## config.mk

```make
export PLATFORM = sky130hd
export DESIGN_NAME = uart_cmd_parser
export DESIGN_NICKNAME = d
export VERILOG_FILES = /design/src/rtl/uart_cmd_parser.sv
export SDC_FILE = /design/constraint.sdc
export NUM_CORES = 1
export LEC_CHECK = 0
export ABC_CLOCK_PERIOD_IN_PS = 6200
export CAP_MARGIN = 20
export CORE_MARGIN = 1.5
export CORE_UTILIZATION = 55
export CTS_CLUSTER_DIAMETER = 120
export CTS_CLUSTER_SIZE = 25
export DETAILED_ROUTE_END_ITERATION = 6
export GPL_ROUTABILITY_DRIVEN = 1
export PLACE_DENSITY = 0.87
export SYNTH_ARGS = -nofsm -noshare
export SYNTH_HDL_FRONTEND = slang
export SYNTH_SLANG_ARGS = --single-unit
```

## constraint.sdc

```tcl
create_clock -name sys_clk -period 6.2 [get_ports sys_clk]
set_clock_uncertainty 0.2 [all_clocks]
set_input_delay 0.93 -clock sys_clk [delete_from_list [all_inputs] [get_ports sys_clk]]
set_output_delay 0.93 -clock sys_clk [all_outputs]
set_load 0.05 [all_outputs]
```

## src/rtl/uart_cmd_parser.sv

```systemverilog
// uart_cmd_parser: framed command parser for the UART byte stream.
// Frame: HDR, CMD, LEN, LEN payload bytes, CHK, TAIL, with
// CHK = (CMD + LEN + sum of payload) mod 256. Only complete, correct frames
// update the held frame outputs; errors pulse err_pulse and record a code.
module uart_cmd_parser #(
  parameter int unsigned MAX_LEN     = 8,
  parameter int unsigned TIMEOUT_CYC = 500_000,
  parameter logic [7:0]  HDR         = 8'hA5,
  parameter logic [7:0]  TAIL        = 8'h5A
) (
  input  logic                 sys_clk,
  input  logic                 sys_rst_n,
  input  logic [7:0]           rx_data,
  input  logic                 rx_valid,
  output logic                 frame_valid,
  output logic [7:0]           frame_cmd,
  output logic [3:0]           frame_len,
  output logic [8*MAX_LEN-1:0] frame_payload,
  output logic                 err_pulse,
  output logic [2:0]           err_code,
  output logic [7:0]           frame_cnt,
  output logic [7:0]           err_cnt
);

  localparam int unsigned      GAP_W    = (TIMEOUT_CYC > 1) ? $clog2(TIMEOUT_CYC) : 1;
  localparam logic [GAP_W-1:0] GAP_LAST = GAP_W'(TIMEOUT_CYC - 1);
  localparam logic [7:0]       LEN_MAX  = 8'(MAX_LEN);

  typedef enum logic [2:0] {
    S_IDLE,
    S_CMD,
    S_LEN,
    S_DATA,
    S_CHK,
    S_TAIL
  } state_t;

  typedef enum logic [2:0] {
    ERR_NONE    = 3'd0,
    ERR_LEN     = 3'd1,
    ERR_CHK     = 3'd2,
    ERR_TAIL    = 3'd3,
    ERR_TIMEOUT = 3'd4
  } err_t;

  state_t                    state;
  logic [GAP_W-1:0]          gap;
  logic [7:0]                sh_cmd;
  logic [3:0]                sh_len;
  logic [MAX_LEN-1:0][7:0]   sh_buf;
  logic [7:0]                sum;
  logic [3:0]                idx;

  logic                      err_hit;
  err_t                      err_kind;

  // Classify the current cycle: byte-driven errors take priority over the
  // timeout, so a byte arriving in the firing cycle suppresses it.
  always_comb begin
    err_hit  = 1'b0;
    err_kind = ERR_NONE;
    if (rx_valid) begin
      case (state)
        S_LEN: begin
          if (rx_data > LEN_MAX) begin
            err_hit  = 1'b1;
            err_kind = ERR_LEN;
          end
        end
        S_CHK: begin
          if (rx_data != sum) begin
            err_hit  = 1'b1;
            err_kind = ERR_CHK;
          end
        end
        S_TAIL: begin
          if (rx_data != TAIL) begin
            err_hit  = 1'b1;
            err_kind = ERR_TAIL;
          end
        end
        default: ;
      endcase
    end else if (state != S_IDLE && gap == GAP_LAST) begin
      err_hit  = 1'b1;
      err_kind = ERR_TIMEOUT;
    end
  end

  // Frame FSM with shadow capture, gap timer, commit and error bookkeeping.
  always_ff @(posedge sys_clk or negedge sys_rst_n) begin
    if (!sys_rst_n) begin
      state         <= S_IDLE;
      gap           <= '0;
      sh_cmd        <= '0;
      sh_len        <= '0;
      sh_buf        <= '0;
      sum           <= '0;
      idx           <= '0;
      frame_valid   <= 1'b0;
      frame_cmd     <= '0;
      frame_len     <= '0;
      frame_payload <= '0;
      err_pulse     <= 1'b0;
      err_code      <= '0;
      frame_cnt     <= '0;
      err_cnt       <= '0;
    end else begin
      frame_valid <= 1'b0;
      err_pulse   <= err_hit;
      if (err_hit) begin
        err_code <= err_kind;
        if (err_cnt != 8'hFF) begin
          err_cnt <= err_cnt + 8'd1;
        end
      end

      if (rx_valid) begin
        gap <= '0;
        case (state)
          S_IDLE: begin
            if (rx_data == HDR) begin
              state <= S_CMD;
            end
          end
          S_CMD: begin
            sh_cmd <= rx_data;
            sum    <= rx_data;
            state  <= S_LEN;
          end
          S_LEN: begin
            if (err_hit) begin
              state <= S_IDLE;
            end else begin
              sh_len <= rx_data[3:0];
              sum    <= sum + rx_data;
              idx    <= '0;
              state  <= (rx_data == 8'd0) ? S_CHK : S_DATA;
            end
          end
          S_DATA: begin
            for (int unsigned i = 0; i < MAX_LEN; i++) begin
              if (idx == 4'(i)) begin
                sh_buf[i] <= rx_data;
              end
            end
            sum <= sum + rx_data;
            idx <= idx + 4'd1;
            if (idx == sh_len - 4'd1) begin
              state <= S_CHK;
            end
          end
          S_CHK: begin
            state <= err_hit ? S_IDLE : S_TAIL;
          end
          S_TAIL: begin
            state <= S_IDLE;
            if (!err_hit) begin
              frame_cmd   <= sh_cmd;
              frame_len   <= sh_len;
              // Shadow bytes beyond LEN may be stale from an older frame.
              for (int unsigned i = 0; i < MAX_LEN; i++) begin
                frame_payload[8*i +: 8] <= (4'(i) < sh_len) ? sh_buf[i] : 8'h00;
              end
              frame_valid <= 1'b1;
              frame_cnt   <= frame_cnt + 8'd1;
            end
          end
          default: state <= S_IDLE;
        endcase
      end else if (state != S_IDLE) begin
        if (err_hit) begin
          state <= S_IDLE;
          gap   <= '0;
        end else begin
          gap <= gap + 1'b1;
        end
      end
    end
  end

endmodule
```

==> results_tabular.tex <==
\begin{tabular}{lr}
\hline
Metric & Value \\
\hline
\multicolumn{2}{l}{\textbf{Clock network}} \\
H-tree depth & 1 \\
Setup Buffers After CTS & 0 \\
Number of buffers created by CTS & 12 \\
Worst-skew pair later-pin latency & between 0.4 and 0.5 ns \\
Clock root cell & sky130\_fd\_sc\_hd\_\_clkbuf\_16 \\
PostCTS Resize Cnt & 0 \\
Cts hold-fix bufs & 0 \\
CTS max path bufs & 3 \\
TritonCTS clock tree & done \\
Clock edge transition at the registers on the reported setup and hold paths & about 0.10 ns \\
Num Clock Sinks & 207 \\
\multicolumn{2}{l}{\textbf{Layout}} \\
Nets & between 900 and 1000 \\
Number of antenna diodes & 0 \\
Most common cell after layout, fill and taps aside & sky130\_fd\_sc\_hd\_\_dfrtp\_1 \\
Post-synthesis to final-layout area growth & 17.4\% \\
Fill cell instance count of the final layout & around 1200 \\
Sequential cell area & 5180 um2 \\
Most frequent cells in the layout & sky130\_fd\_sc\_hd\_\_dfrtp\_1 (207), sky130\_fd\_sc\_hd\_\_nand2\_1 (203), sky130\_fd\_sc\_hd\_\_clkdlybuf4s50\_1 (106) \\
Share of post-route cells with drive strength above 1 & a little under an eighth \\
Fraction of the core area covered by cells at the end of the flow & 66.7\% \\
Total area of multi-input combinational cells & about 3700 um2 \\
\multicolumn{2}{l}{\textbf{Die}} \\
Starting density of the core & a little under three fifths \\
Horizontal die dimension & around 130 um \\
Ports & 108 \\
Number of cell rows & 46 \\
Area of the core & 16000 um2 \\
Die area & roughly 17000 um2 \\
Die boundary height & about 130 um \\
\multicolumn{2}{l}{\textbf{Timing}} \\
Worst-case headroom to the max-slew limit & between 30\% and 40\% \\
PnR worst setup slack & $\sim$1.9 ns \\
Final period util & approximately 70\% \\
Worst Max-Slew Pin Slew & approximately 1.0 ns \\
Number of slew-limit violations in the final report & 0 \\
Final Hold Viols & 0 \\
Unrepaired setup endpoints after global routing & no \\
Setup Total Neg Slack & 0 ns \\
Final count of negative-setup-slack endpoints & 0 \\
Post-layout min period & roughly 4.3 ns \\
Maximum achievable frequency & $\sim$230 MHz \\
\multicolumn{2}{l}{\textbf{Synthesis}} \\
Sequential fraction of the synthesis area & a little under three fifths \\
EDFF count, synth & 0 \\
Synthesized net count & 897 \\
Number of synthesized register bits & $\sim$210 \\
Ys Warns & 0 \\
Synthesized instance count & around 870 \\
Async S/R FF share, synth & 100\% \\
Avg Synthesized Cell Area & roughly 10 um2 \\
Syn Std Cell Area & slightly above 9000 um2 \\
Yosys cell types & between 50 and 60 \\
Top\_reg\_cell synth & sky130\_fd\_sc\_hd\_\_dfrtp\_1 \\
\multicolumn{2}{l}{\textbf{Routing}} \\
Detailed-route wire length & $\sim$20 mm \\
Number of vias per cell after detailed routing & a little under 6 \\
Average wire per cell in the routed design & between 15 and 20 um \\
First DRT Iteration DRCs & around 570 \\
DRC violation count after routing & 0 \\
Number of nets with antenna violations after routing & 0 \\
Number of vias after detailed routing & between 6000 and 7000 \\
DR pass1 iterations & 5 \\
\multicolumn{2}{l}{\textbf{Worst setup path}} \\
Peak fanout along the critical path & just over 80 \\
Endpoint of the lowest-slack register-to-register path & state[0] \\
Setup slack on the worst flop-to-flop path & between 2 and 3 ns \\
Critical path class & in -> reg \\
CP endpoint kind & register \\
Number of cells on the worst reg-to-reg path & 5 \\
Arrival time reported for the critical path endpoint & around 4.5 ns \\
Worst endpoint required time & roughly 6.4 ns \\
Origin of the critical flop-to-flop path & gap[6] \\
Crit start category & input pin \\
\multicolumn{2}{l}{\textbf{Pwr}} \\
Int Pwr & roughly 2400 uW \\
Share of total power consumed by net switching & between 30\% and 40\% \\
Leakage power of the design & 0.00521 uW \\
Total power & approximately 3500 uW \\
Sw power & about 1200 uW \\
Portion of total power attributed to sequential cells & between 50\% and 60\% \\
Power per cell area & about 330 nW/um2 \\
Clk network pwr share & 23.0\% \\
IR drop worst, VDD & 0.203 mV \\
Part of the power in combinational logic & 26.4\% \\
\multicolumn{2}{l}{\textbf{Min path}} \\
Worst hold path startpoint & frame\_payload[22] \\
Worst hold endpoint & frame\_payload[22] \\
Worst hold path cell count & 2 \\
Min-Delay Path Class & reg -> reg \\
\multicolumn{2}{l}{\textbf{Global route}} \\
Tot GR Track Use & between 20\% and 30\% \\
Grt met2 use & 38.7\% \\
Total gr overflow & 0 \\
Met1 Resource Use GR & around 33\% \\
Initial antenna violation count & 0 \\
Pin count of the biggest net entering global routing & 82 \\
Number of global-route vias before repair & roughly 6600 \\
Global-route wire length before repair & approximately 33 mm \\
Met3 track demand over resource in global routing & approximately 3.2\% \\
Most crowded layer after global routing & met2 \\
\multicolumn{2}{l}{\textbf{Placed design}} \\
Routability cong. & around 0.89 \\
Placement-stage worst setup slack & about 1.5 ns \\
Post-DP HPWL & around 13 mm \\
Number of buffers added on ports & between 100 and 150 \\
\multicolumn{2}{l}{\textbf{Outcome}} \\
Result of the run & finished, final reports clean \\
\multicolumn{2}{l}{\textbf{Run}} \\
Max Cap Viol & 0 \\
\hline
\end{tabular}
==> power groups by stage <==
stage                     sequential, uW  combinational [uW]  clock, uW
after floorplan                     1800                 659          0
after global placement              1790                 886          0
after detailed placement            1810                 926          0
after CTS                           1790                 936        829
after global routing                1820                1030        877
final                               1790                 936        814
==> flip-flops by register name (all words and copies together), names as in the netlist, 8 cells and up <==
signal         count
frame_cmd          8
frame_payload     64
sh_cmd             8
sum                8
err_cnt            8
frame_cnt          8
gap               19
sh_buf            64
==> layer usage <==
metal / vias up / routed length (um)
li1: 3122 / -
met1: 3358 / 8630
met2: 215 / 9830
met3: 38 / 1130
met4: 0 / 398
met5: - / 0
==> critical path, cell delays in order <==
cell	delay, ns
sky130_fd_sc_hd__clkdlybuf4s50_1	0.73
sky130_fd_sc_hd__or4_1	0.69
sky130_fd_sc_hd__or3_2	0.50
sky130_fd_sc_hd__buf_4	0.35
sky130_fd_sc_hd__inv_2	0.28
sky130_fd_sc_hd__buf_4	0.60
sky130_fd_sc_hd__nand3_1	0.18
sky130_fd_sc_hd__nand2_1	0.13
==> synthesized netlist by cell type (all sizes together), types with 11 or more instances <==
| library cell | number | area, um2 |
|---|---|---|
| ha | 18 | 225 |
| inv | 16 | 60.1 |
| dfrtp | 207 | 5180 |
| nand2 | 204 | 768 |
| nand3 | 84 | 420 |
| mux2 | 74 | 837 |
| a21oi | 16 | 80.1 |
| xor2 | 12 | 105 |
| a31oi | 11 | 68.8 |
| nor2 | 39 | 146 |
| nor3 | 13 | 65.1 |
| xnor2 | 20 | 175 |
| o21ai | 18 | 90.1 |
| nand4 | 12 | 90.1 |
| clkbuf | 42 | 158 |
==> logic make-up after synthesis <==
logic type,Yosys count,share of synthesized area (%)
AO/OA/AOI/OAI,75,5.46
XOR/XNOR,32,3.08
adder cells (fa/ha/maj),19,2.70
buffers and inverters,62,2.72
flip-flops,207,56.9
multiplexers,74,9.20
AND/OR/NAND/NOR,398,19.9
==> layout make-up <==
cell class / instances / share of cell area (%)
tap: 216 / 2.53
sequential: 207 / 48.5
clock inverter: 1 / 0.187
clock buffer: 13 / 3.05
multi-input combinational: 598 / 34.5
timing repair buffer: 115 / 10.6
inverter: 16 / 0.562
==> how the worst max path moves through the flow <==
stage | from | end | slack (ns) | cells past startpoint
2_1_floorplan | rx_data[5] | err_cnt[7] | 3.09 | 8
3_3_place_gp | rx_data[7] | frame_payload[22] | 1.59 | 8
3_5_place_dp | rx_data[7] | frame_payload[22] | 1.54 | 8
4_1_cts | rx_data[7] | frame_payload[33] | 1.93 | 8
5_1_grt | rx_data[7] | frame_payload[33] | 1.71 | 8
6_report | rx_data[7] | frame_payload[33] | 1.93 | 8
==> through the flow <==
step | cells | hold slack (ns) | cell area [um2]
floorplan | 867 | 0.235 | 9100
global placement | 1152 | 0.251 | 10300
detailed placement | 1152 | 0.255 | 10300
CTS | 1166 | 0.279 | 10700
global route | 1166 | 0.296 | 10700
finish | 1166 | 0.274 | 10700
(Power assumes the default switching activity.)
